<file path="src/rtl/pu_obuf_pkg.sv">
`default_nettype none
// ============================================================================
// Package  : pu_obuf_pkg
// Purpose  : Shared state encoding and requester ids for the OBUF read arbiter.
// Revision : 1.0 - initial release
// ============================================================================
package pu_obuf_pkg;

    typedef enum logic [0:0] {
        IDLE  = 1'b0,
        BURST = 1'b1
    } arb_state_t;

    localparam int REQ_LD = 0;
    localparam int REQ_ST = 1;

endpackage : pu_obuf_pkg
`default_nettype wire

</file>
<file path="src/rtl/pu_obuf_rsp_pipe.sv">
`default_nettype none
// ============================================================================
// Module   : pu_obuf_rsp_pipe
// Purpose  : RD_LAT-deep valid+id shift register that follows each accepted
//            read through the fixed OBUF latency.
// Revision : 1.0 - initial release
// ============================================================================
module pu_obuf_rsp_pipe #(
    parameter int RD_LAT = 2,
    parameter int ID_W   = 1
) (
    input  logic            clk,
    input  logic            reset,
    input  logic            push,
    input  logic [ID_W-1:0] push_id,
    output logic            tail_v,
    output logic [ID_W-1:0] tail_id,
    output logic            any_v
);

    logic [RD_LAT-1:0] r_vld;
    logic [ID_W-1:0]   r_id [RD_LAT];

    // The pipe advances every cycle; a stalled port only stops new pushes.
    always_ff @(posedge clk or posedge reset) begin
        if (reset) begin
            r_vld <= '0;
            for (int i = 0; i < RD_LAT; i++) begin
                r_id[i] <= '0;
            end
        end else begin
            r_vld[0] <= push;
            r_id[0]  <= push_id;
            for (int i = 1; i < RD_LAT; i++) begin
                r_vld[i] <= r_vld[i-1];
                r_id[i]  <= r_id[i-1];
            end
        end
    end

    assign tail_v  = r_vld[RD_LAT-1];
    assign tail_id = r_id[RD_LAT-1];
    assign any_v   = |r_vld;

endmodule : pu_obuf_rsp_pipe
`default_nettype wire

</file>
<file path="src/rtl/pu_obuf_rd_arbiter.sv">
`default_nettype none
// ============================================================================
// Module   : pu_obuf_rd_arbiter
// Purpose  : Round-robin burst arbiter for the shared OBUF read port; steers
//            the returned data valid back to the requester that issued it.
// Revision : 1.0 - initial release
// ============================================================================
module pu_obuf_rd_arbiter
    import pu_obuf_pkg::*;
#(
    parameter int NUM_REQ    = 2,
    parameter int ADDR_WIDTH = 8,
    parameter int DATA_WIDTH = 256,
    parameter int BURST_LEN  = 2,
    parameter int RD_LAT     = 2
) (
    input  logic                          clk,
    input  logic                          reset,
    input  logic [NUM_REQ-1:0]            req_v,
    input  logic [NUM_REQ*ADDR_WIDTH-1:0] req_addr,
    output logic [NUM_REQ-1:0]            req_ready,
    output logic                          obuf_rd_req,
    output logic [ADDR_WIDTH-1:0]         obuf_rd_addr,
    input  logic                          obuf_rd_ready,
    input  logic [DATA_WIDTH-1:0]         obuf_rd_data,
    output logic [NUM_REQ-1:0]            rsp_v,
    output logic [DATA_WIDTH-1:0]         rsp_data,
    output logic                          busy
);

    localparam int ID_W  = (NUM_REQ   > 1) ? $clog2(NUM_REQ)   : 1;
    localparam int CNT_W = (BURST_LEN > 1) ? $clog2(BURST_LEN) : 1;

    arb_state_t         r_state;
    arb_state_t         w_state_nxt;
    logic [ID_W-1:0]    r_rr_ptr;
    logic [ID_W-1:0]    w_rr_nxt;
    logic [ID_W-1:0]    r_owner;
    logic [ID_W-1:0]    w_owner_nxt;
    logic [CNT_W-1:0]   r_beat_cnt;
    logic [CNT_W-1:0]   w_cnt_nxt;
    logic [ADDR_WIDTH-1:0] r_addr_hold;

    logic               w_win_found;
    logic [ID_W-1:0]    w_win_id;
    logic               w_gnt_vld;
    logic [ID_W-1:0]    w_gnt_id;
    logic               w_accept;
    logic [ADDR_WIDTH-1:0] w_sel_addr;
    logic               w_tail_v;
    logic [ID_W-1:0]    w_tail_id;
    logic               w_pipe_any;

    // Scan upward from the requester after the last-served one.
    always_comb begin : p_rr_scan
        logic [ID_W-1:0] v_idx;
        v_idx       = '0;
        w_win_found = 1'b0;
        w_win_id    = '0;
        for (int k = 1; k <= NUM_REQ; k++) begin
            v_idx = ID_W'((int'(r_rr_ptr) + k) % NUM_REQ);
            if (!w_win_found && req_v[v_idx]) begin
                w_win_found = 1'b1;
                w_win_id    = v_idx;
            end
        end
    end

    // An open burst keeps the port locked to its owner, requesting or not.
    assign w_gnt_vld = (r_state == BURST) || w_win_found;
    assign w_gnt_id  = (r_state == BURST) ? r_owner : w_win_id;

    always_comb begin
        req_ready = '0;
        if (w_gnt_vld) begin
            req_ready[w_gnt_id] = obuf_rd_ready;
        end
    end

    assign w_accept   = |(req_v & req_ready);
    assign w_sel_addr = req_addr[w_gnt_id*ADDR_WIDTH +: ADDR_WIDTH];

    always_comb begin
        w_state_nxt = r_state;
        w_rr_nxt    = r_rr_ptr;
        w_owner_nxt = r_owner;
        w_cnt_nxt   = r_beat_cnt;
        case (r_state)
            IDLE: begin
                if (w_accept) begin
                    if (BURST_LEN > 1) begin
                        w_state_nxt = BURST;
                        w_owner_nxt = w_gnt_id;
                        w_cnt_nxt   = CNT_W'(1);
                    end else begin
                        w_rr_nxt = w_gnt_id;
                    end
                end
            end
            BURST: begin
                if (w_accept) begin
                    if (r_beat_cnt == CNT_W'(BURST_LEN - 1)) begin
                        w_state_nxt = IDLE;
                        w_rr_nxt    = r_owner;
                        w_cnt_nxt   = '0;
                    end else begin
                        w_cnt_nxt = r_beat_cnt + CNT_W'(1);
                    end
                end
            end
            default: begin
                w_state_nxt = IDLE;
            end
        endcase
    end

    always_ff @(posedge clk or posedge reset) begin
        if (reset) begin
            r_state     <= IDLE;
            r_rr_ptr    <= ID_W'(NUM_REQ - 1);
            r_owner     <= ID_W'(REQ_LD);
            r_beat_cnt  <= '0;
            r_addr_hold <= '0;
        end else begin
            r_state    <= w_state_nxt;
            r_rr_ptr   <= w_rr_nxt;
            r_owner    <= w_owner_nxt;
            r_beat_cnt <= w_cnt_nxt;
            if (w_accept) begin
                r_addr_hold <= w_sel_addr;
            end
        end
    end

    assign obuf_rd_req  = w_accept;
    assign obuf_rd_addr = w_accept ? w_sel_addr : r_addr_hold;

    pu_obuf_rsp_pipe #(
        .RD_LAT (RD_LAT),
        .ID_W   (ID_W)
    ) u_rsp_pipe (
        .clk     (clk),
        .reset   (reset),
        .push    (w_accept),
        .push_id (w_gnt_id),
        .tail_v  (w_tail_v),
        .tail_id (w_tail_id),
        .any_v   (w_pipe_any)
    );

    always_comb begin
        rsp_v = '0;
        if (w_tail_v) begin
            rsp_v[w_tail_id] = 1'b1;
        end
    end

    assign rsp_data = obuf_rd_data;
    assign busy     = (r_state == BURST) || w_pipe_any;

endmodule : pu_obuf_rd_arbiter
`default_nettype wire

</file>
<file path="config.mk">
export PLATFORM = sky130hd
export DESIGN_NAME = pu_obuf_rd_arbiter
export DESIGN_NICKNAME = d
export VERILOG_FILES = /design/src/rtl/pu_obuf_pkg.sv /design/src/rtl/pu_obuf_rsp_pipe.sv /design/src/rtl/pu_obuf_rd_arbiter.sv
export SDC_FILE = /design/constraint.sdc
export NUM_CORES = 1
export LEC_CHECK = 0
export BUFFER_PORTS_ARGS = -buffer_cell sky130_fd_sc_hd__buf_4
export CORE_AREA = 4 4 209 211
export DETAILED_ROUTE_END_ITERATION = 10
export DIE_AREA = 0 0 213 215
export SYNTH_ARGS = -nofsm -noshare
export SYNTH_HDL_FRONTEND = slang
export SYNTH_SLANG_ARGS = --single-unit
</file>
<file path="constraint.sdc">
create_clock -name clk -period 1.9 [get_ports clk]
set_input_delay 0.095 -clock clk [delete_from_list [all_inputs] [get_ports clk]]
set_output_delay 0.095 -clock clk [all_outputs]
set_load 0.1 [all_outputs]
</file>
==> results.yml, run 1 <==
run_status:
  status: "finished, violations left"
  violations: "hold timing, setup timing"
sta:
  rsz0062_at_grt: "yes"
  period_minus_slack_ns: 2.15
  hold_viol: 15
  slew_violations: 0
  slew_headroom: 0.457
  finalSetupViolations: 8
  max_freq_ghz: 0.465
  fin_worst_skew_ns: 0.00862
  setup_ws_ns: -0.252
  period_share: 1.13
  holdWs_ns: -0.0119
  worst_pin_slew_ns: 0.813
die:
  die_x_microns: 213
  design.core.area_sq_um: 41800
  pin_count: 547
  start_util: 0.0659
  dieArea_sq_um: 45800
  dieHeight_microns: 215
  row_count: 75
global_route:
  grt_max_degree: 17
  grt_pass1_vias: 1311
  grt_pass1_wl_mm: 12.5
  grt_overflow_total: 0
  antenna_found_initial: 2
  gr-usage-all-layers: 0.0427
layout:
  area_delta_synth_final_pct: -24.9
  drive_gt1_frac: 0.705
  final_common_cell: "buf_4"
  fill_cells: 4881
  layout_common_cells: "buf_4 (31), mux2_4 (16), dfrtp_1 (15)"
  design_area_sq_um: 2070
  diodes: 0
  stdcell_count: 644
  nets: 383
setup_path:
  worst_r2r_path_depth: 7
  arrival_ns: 2.06
  worstPathRequired_ns: 1.80
  crit_type: "flop to output pin"
  worstPathMaxFanout: 5
  end_kind: "output pin"
  critPathLaunchType: "flop"
yosys:
  syn_nets: 591
  synth_area_sq_um: 2750
  synthFlopType: "dfrtp_1"
  async_flop_share: 1.00
  avgSynthCellArea_sq_um: 8.77
  synth_edf_count: 0
  ys_seq_area_frac: 0.146
  ys_top_cells_by_area: "buf_4 (70%), dfrtp_1 (14%), mux2_4 (8.2%)"
  synth_top_cell_area_share: 0.698
  synth_seq_cells: 16
  synth_top_cell_by_area: "buf_4"
  synth_cells: 314
  synth_cell_types: 24
  ys_warn_count: 0
power_and_ir_drop:
  p_leak_nw: 0.708
  power_mw: 3.73
  vdd_drop_max_v: 0.000485
  power_density_nw_per_um2: 1810
routing:
  ant_nets: 0
  drtIter0Drc: 26
  drc_errors: 0
  wirelength_mm: 10.4
  post_drt_wl_per_cell_microns: 16.2
  drtPass1Iterations: 3
  via_per_inst: 1.71
  vias: 1103
placed_design:
  place_congestion: 0.622
  dpl_cell_area_sq_um: 1810
  dp.cells: 634
  post-dp-hpwl_mm: 8.52
  portBuffers: 34
clocking:
  clock_path_buffers: 2
  cts-buffers-inserted: 3
  ctsHtreeMaxLevel: 1
  clk_latency_ns: 0.27
  clock-sinks: 16
  clk_pin_slew_worst_paths_ns: 0.07
  cts_tree: "yes"
  root_buffer: "clkbuf_16"
job:
  maxCapViolCount: 0
worst_hold_path:
  min_path_type: "primary input to async pin"
-- cells by family (layout without fill, tap and decap cells) --
logic type | Yosys count | count (layout) | share of synthesized area
simple gates | 12 | 12 | 0.0273
flops | 16 | 16 | 0.146
mux | 17 | 17 | 0.0900
compound gates | 9 | 9 | 0.0300
buf+inv | 260 | 51 | 0.707
-- per-stage QoR --
step	util	hold WS [ns]	setup slack, ns	setup TNS [ns]
after global placement	0.0434	0.191	0.0116	0
after detailed placement	0.0434	0.191	-0.0276	-0.0512
after global routing	0.0495	0.0558	-0.338	-2.42
final	0.0495	-0.0119	-0.252	-1.67
after floorplan	-	0.00802	0.0624	0
after CTS	0.0499	0.0281	-0.277	-2.13
-- metal layers --
layer / global-route usage / vias up / part of all wire
li1: - / 302 / -
met1: 0.0292 / 405 / 0.24
met2: 0.0568 / 237 / 0.40
met3: 0.0341 / 155 / 0.21
met4: 0.0679 / 4 / 0.15
met5: 0 / - / 0.0026
-- registers in the layout, summed over array words and instances, names as in the netlist --
register	cells
r_state	1
r_owner	1
u_rsp_pipe.r_vld	2
r_addr_hold	8
r_rr_ptr	1
u_rsp_pipe.tail_id	1
r_beat_cnt	1
u_rsp_pipe.r_id	1
-- power by group --
| part | total, mW | switching, mW | internal [mW] |
|---|---|---|---|
| clock network | 0.514 | 0.191 | 0.323 |
| registers | 0.596 | 0.0868 | 0.509 |
| logic | 2.62 | 1.56 | 1.07 |
-- final timing paths --
kind	from	to	slack, ns
setup / recovery	r_rr_ptr	obuf_rd_addr[7]	-0.25
hold / removal	reset	r_addr_hold[6]	-0.01
setup reg to reg	r_rr_ptr	r_addr_hold[1]	0.07
hold reg to reg	u_rsp_pipe.r_id[1]	u_rsp_pipe.tail_id	0.35
max in group asynchronous	reset	r_owner	1.40
min in group clk	req_v[0]	r_owner	0.06
-- cells in the mapped netlist, types with 2 or more instances --
master / number
dfrtp_1: 15
nand2_1: 2
o21ba_1: 2
nor2b_1: 2
buf_4: 256
a21oi_1: 2
mux2_4: 15
inv_1: 2
mux2_2: 2
o311a_2: 2
-- what timing repair did --
action	in CTS	in global routing
setup endpoints to repair	8	10
hold buffers	0	0
pin swaps	1	0
cloned	1	0
setup buffers	5	1
gates resized for setup	30	1
-- worst max-delay path, stage by stage (launching register included) --
cell	delay (ns)
dfstp_2	0.55
nand2_2	0.06
a21boi_4	0.15
buf_6	0.13
buf_12	0.12
mux2_4	0.30
mux2_4	0.29
buf_12	0.17
-- layout make-up --
type / count / area, sq um / area share
Clock buffer: 4 / 88.8 / 0.0430
Inverter: 2 / 7.51 / 0.00363
Multi-Input combinational cell: 38 / 414 / 0.200
Sequential cell: 16 / 402 / 0.194
Tap cell: 539 / 674 / 0.326
Timing Repair Buffer: 45 / 482 / 0.233
(Power assumes the default switching activity.)
==> run 2, diff against run 1 <==
Settings changed: BUFFER_PORTS_ARGS -buffer_cell sky130_fd_sc_hd__buf_4 to unset, CORE_AREA 4 4 209 211 to 4 4 212 214, DIE_AREA 0 0 213 215 to 0 0 216 218, DONT_BUFFER_PORTS set to 1.
==> run 2 against run 1 <==
The flow finishes with violations (setup timing). Combinational power shrank 8.4%. Design area decreased by 5.4%. Fmax is 2.6% higher. Register-to-register slack better by 0.15 ns. Sequential power grew 4.7%. Largest power group unchanged.
==> results.yml, run 2 (synthesized netlist as in run 1, its figures left out) <==
run_status:
  status: "finished, violations left"
  violations: "setup timing"
power_and_ir_drop:
  p_int_mw: 1.77
  clkPwrFrac: 0.150
  switching_power_mw: 1.80
  power_mw: 3.56
  netSwitchingFraction: 0.504
  vdd_drop_max_v: 0.000832
  pwr-share-comb: 0.675
  p_leak_nw: 0.590
  power_density_nw_per_um2: 1820
  power_frac_seq: 0.175
sta:
  slew_headroom: 0.581
  fin_worst_skew_ns: 0.00279
  hold_viol: 0
  holdWs_ns: 0.133
  slew_violations: 0
  setup_ws_ns: -0.197
  worst_pin_slew_ns: 0.627
  tns_ns: -1.49
  rsz0062_at_grt: "yes"
  period_minus_slack_ns: 2.10
  max_freq_ghz: 0.477
  period_share: 1.10
  finalSetupViolations: 8
layout:
  stdcell_count: 666
  regMostFlops: "r_addr_hold"
  diodes: 0
  fill_cells: 5065
  layout_common_cells: "mux2_4 (16), dfrtp_1 (14), buf_12 (11)"
  final_util: 0.0456
  final_common_cell: "mux2_4"
  top_regs: "r_addr_hold (8), u_rsp_pipe.r_vld (2)"
  area_delta_synth_final_pct: -29.0
  largest_reg_flops: 8
  nets: 359
  drive_gt1_frac: 0.605
  design_area_sq_um: 1960
global_route:
  grt_pass1_wl_mm: 11.5
  grt_max_degree: 13
  grt_overflow_total: 0
  gr-usage-all-layers: 0.0384
  grt_pass1_vias: 1121
  antenna_found_initial: 0
routing:
  ant_nets: 0
  vias: 988
  post_drt_wl_per_cell_microns: 14.6
  drtPass1Iterations: 4
  drtIter0Drc: 26
  via_per_inst: 1.48
  drc_errors: 0
  wirelength_mm: 9.69
setup_path:
  crit_type: "flop to output pin"
  crit_path_top_delay_cell: "dfstp_2"
  max_stage_delay_ns: 0.55
  worstPathRequired_ns: 1.80
  end_kind: "output pin"
  critPathLaunchType: "flop"
  path_cells: "nand2_2 -> a21boi_4 -> buf_12 -> mux2_4 -> mux2_4 -> buf_12"
  worstPathMaxFanout: 10
  arrival_ns: 2.00
clocking:
  root_buffer: "clkbuf_16"
  clock-sinks: 16
  ctsHtreeMaxLevel: 1
  clock_path_buffers: 2
  post-cts-setup-buffers: 0
  cts-buffers-inserted: 3
  clk_pin_slew_worst_paths_ns: 0.07
  clk_latency_ns: 0.26
  cts_tree: "yes"
placed_design:
  dpl_cell_area_sq_um: 1830
  place_congestion: 0.539
  post-dp-hpwl_mm: 7.96
  portBuffers: 0
  dp.cells: 659
  place_ws_ns: 0.0644
die:
  row_count: 76
  dieHeight_microns: 218
  design.core.area_sq_um: 42900
  die_x_microns: 216
  dieArea_sq_um: 47100
  start_util: 0.0642
  pin_count: 547
worst_hold_path:
  min_path_type: "primary input to flop"
job:
  maxCapViolCount: 0
## run 2: per-layer routing
metal  vias up  part of all wire  routed length [microns]  global-route usage
li1        252                 -                        -                   -
met1       363              0.29                     2810              0.0328
met2       253              0.42                     4020              0.0533
met3       120              0.18                     1740              0.0305
met4         0              0.12                     1120              0.0425
met5         -                 0                        0                   0
## run 2: final timing paths
check | start | endpoint | slack (ns) | cells after the start
worst min-delay path | req_addr[4] | r_addr_hold[4] | 0.13 | 2
worst max-delay path | r_rr_ptr | obuf_rd_addr[2] | -0.20 | 6
max in group asynchronous | reset | r_rr_ptr | 0.88 | 3
worst min register to register | u_rsp_pipe.r_id[1] | u_rsp_pipe.tail_id | 0.36 | 0
worst max register to register | r_rr_ptr | r_addr_hold[2] | 0.22 | 5
min in group asynchronous | reset | u_rsp_pipe.r_vld[1] | 0.35 | 2
## run 2: final cells by class
type | count | area, sq um | share of cell area
tap | 585 | 732 | 0.374
clock buffer | 4 | 88.8 | 0.0454
timing repair buffer | 21 | 303 | 0.155
multi-input combinational | 38 | 422 | 0.216
sequential | 16 | 403 | 0.206
inverter | 2 | 7.51 | 0.00384
## run 2: repair_timing
item	in CTS	in global routing
hold buffers	3	0
hold endpoints to repair	9	0
endpoints found under the setup margin	8	8
resized for setup	1	1
## run 2: worst max-delay path: cells and delay by family, from the launching register on
family / cells / cell delay (ns)
AOI/OAI and AO/OA: 1 / 0.17
buffers and inverters: 2 / 0.34
DFF: 1 / 0.55
muxes: 2 / 0.59
and+or+nand+nor: 1 / 0.06
## run 2: power groups by stage
| stage | registers [mW] | logic (mW) | clock network [mW] |
|---|---|---|---|
| 2_1_floorplan | 0.560 | 4.20 | 0 |
| 3_3_place_gp | 0.624 | 2.39 | 0 |
| 3_5_place_dp | 0.626 | 2.41 | 0 |
| 4_1_cts | 0.623 | 2.43 | 0.576 |
| 5_1_grt | 0.644 | 2.49 | 0.579 |
| 6_report | 0.624 | 2.40 | 0.534 |
==> run 3, diff against run 2 <==
Settings changed: CORE_AREA 4 4 212 214 to 4 4 209 211, DIE_AREA 0 0 216 218 to 0 0 213 215, SYNTH_HIERARCHICAL set to 1.
==> run 3 against run 2 <==
The flow still finishes with violations (setup timing). Fmax grew 9.7%. Non-clock buffer count fell by 2. Critical path depth stayed put. Utilization decreased by 0.21 points. Die area is 2.7% lower. Via count is 6.3% higher. Clock skew rose by 0.0065 ns. Synthesized cell count rose by 2.5%.
==> results.yml, run 3 <==
yosys:
  synth_top_cell_by_area: "buf_4"
  async_flop_share: 1.00
  synth_common_cells: "buf_4 (258), dfrtp_1 (15), nand2_1 (10), mux2i_1 (8), o21ai_0 (8)"
  ys_top_cells_by_area: "buf_4 (73%), dfrtp_1 (14%), mux2i_1 (3.0%)"
  ys_warn_count: 6
  synth_cell_types: 22
  syn_nets: 599
  ys_seq_area_frac: 0.151
  post-synth-top-count-cell: "buf_4"
  avgSynthCellArea_sq_um: 8.27
  synth_area_sq_um: 2660
  synth_seq_cells: 16
  synth_edf_count: 0
  synthFlopType: "dfrtp_1"
  synth_cells: 322
  synth_top_cell_area_share: 0.727
layout:
  design_area_sq_um: 1820
  nets: 364
  stdcell_count: 626
  drive_gt1_frac: 0.512
  area_delta_synth_final_pct: -31.8
  top_regs: "r_addr_hold (8), u_rsp_pipe/r_vld (2)"
  largest_reg_flops: 8
  final_common_cell: "dfrtp_1"
  layout_common_cells: "dfrtp_1 (14), buf_12 (10), nand2_1 (9)"
  regMostFlops: "r_addr_hold"
sta:
  finalSetupViolations: 1
  worst_pin_slew_ns: 0.631
  rsz0062_at_grt: "yes"
  period_minus_slack_ns: 1.91
  slew_headroom: 0.579
  setup_ws_ns: -0.0109
  fin_worst_skew_ns: 0.00931
  slew_violations: 0
  period_share: 1.01
  hold_viol: 0
  max_freq_ghz: 0.523
setup_path:
  worstPathMaxFanout: 6
  arrival_ns: 1.82
  worstPathRequired_ns: 1.80
  cp_top_family: "flip-flops"
  crit_type: "flop to output pin"
  max_stage_delay_ns: 0.54
  crit_path_top_delay_cell: "dfstp_2"
  path_cells: "nand2_2 -> a22oi_2 -> buf_6 -> mux2i_2 -> o21ai_2 -> buf_12"
  cp.buffers_inverters: 2
  end_kind: "output pin"
  critPathLaunchType: "flop"
power_and_ir_drop:
  switching_power_mw: 1.65
  vdd_drop_max_v: 0.000859
  netSwitchingFraction: 0.518
  p_leak_nw: 0.535
  power_frac_seq: 0.187
  power_density_nw_per_um2: 1760
  clkPwrFrac: 0.153
  pwr-share-comb: 0.660
  p_int_mw: 1.54
routing:
  wirelength_mm: 9.19
  ant_nets: 0
  vias: 1050
  drtIter0Drc: 13
  via_per_inst: 1.68
  post_drt_wl_per_cell_microns: 14.7
  drc_errors: 0
  drtPass1Iterations: 4
die:
  start_util: 0.0638
  design.core.area_sq_um: 41800
  dieArea_sq_um: 45800
  die_x_microns: 213
  row_count: 75
  pin_count: 547
  dieHeight_microns: 215
run_status:
  status: "finished, violations left"
  violations: "setup timing"
clocking:
  clock_path_buffers: 2
  root_buffer: "clkbuf_16"
  clk_pin_slew_worst_paths_ns: 0.05
  post-cts-setup-buffers: 0
  ctsHtreeMaxLevel: 1
  clk_latency_ns: 0.26
  clock-sinks: 16
  cts-buffers-inserted: 3
  cts_tree: "yes"
global_route:
  grt_pass1_vias: 1223
  grt_max_degree: 13
  grt_pass1_wl_mm: 11.0
  grt_overflow_total: 0
  gr-usage-all-layers: 0.0371
  antenna_found_initial: 0
placed_design:
  dpl_cell_area_sq_um: 1690
  portBuffers: 0
  dp.cells: 620
  place_congestion: 0.575
  post-dp-hpwl_mm: 7.72
worst_hold_path:
  min_path_type: "primary input to flop"
job:
  maxCapViolCount: 0
run 3: cell types whose count changed after synthesis, sizes merged, moves of 2 or more:
cell,change
a21oi,-2
inv,+2
mux2,-16
mux2i,+8
nand2,+7
o21a,+2
o21ai,+7
o21ba,-2
or2,+2
run 3: timing repair:
item,in CTS,in global routing
setup endpoints to repair,9,8
resized for setup,5,3
endpoints found under the hold margin,15,0
pin swaps,2,0
hold buffers,1,0
run 3: worst register-to-register path, stage by stage, from the launching register on:
cell	delay (ns)
dfstp_2	0.54
nand2_2	0.06
a22oi_2	0.21
buf_6	0.20
mux2i_2	0.26
o21ai_2	0.11
run 3: metal layers:
metal | vias up | wire (microns) | track usage
li1 | 268 | - | -
met1 | 381 | 1830 | 0.0222
met2 | 252 | 3680 | 0.0493
met3 | 147 | 2130 | 0.0303
met4 | 2 | 1500 | 0.0642
met5 | - | 55 | 0.00862
run 3: final cells by class:
class                           count  area [sq um]
Fill cell                        4910         39900
Tap cell                          539           674
Clock buffer                        4          88.8
Timing Repair Buffer               19           278
Antenna cell                        1          2.50
Multi-Input combinational cell     43           357
Sequential cell                    16           403
Inverter                            4          15.0
run 3: final timing paths:
check	slack [ns]	to	cells past startpoint	start
max	-0.01	obuf_rd_addr[2]	6	r_rr_ptr
min	0.02	r_owner	1	req_v[1]
max reg2reg	0.40	r_addr_hold[2]	5	r_rr_ptr
min reg2reg	0.35	u_rsp_pipe/tail_id	0	u_rsp_pipe/r_id[1]
max in group asynchronous	1.02	r_state	2	reset
min in group asynchronous	0.25	u_rsp_pipe/r_vld[1]	2	reset
run 3: cells by family after synthesis:
family                 after synthesis  share of synthesized area
buffers and inverters              263                      0.735
AO/OA/AOI/OAI                       16                     0.0446
AND/OR/NAND/NOR                     18                     0.0343
flip-flops                          16                      0.151
multiplexers                         9                     0.0357
run 3: power by group through the flow:
stage / Sequential (mW) / Clock, mW / Combinational [mW]
floorplan: 0.557 / 0 / 3.95
global route: 0.621 / 0.519 / 2.22
detailed placement: 0.597 / 0 / 2.10
global placement: 0.585 / 0 / 2.08
finish: 0.597 / 0.488 / 2.11
CTS: 0.599 / 0.514 / 2.13
run 3: metrics by stage:
stage | setup TNS (ns) | setup slack, ns | total power [mW] | hold WS (ns) | utilization
after global routing | -0.491 | -0.103 | 3.36 | 0.0211 | 0.0435
after detailed placement | 0 | 0.127 | 2.69 | -0.122 | 0.0404
after global placement | 0 | 0.247 | 2.67 | -0.124 | 0.0404
final | -0.0109 | -0.0109 | 3.19 | 0.0210 | 0.0435
after CTS | -0.0173 | -0.0173 | 3.24 | 0.0127 | 0.0432
after floorplan | -2.05 | -0.285 | 4.51 | -0.139 | -
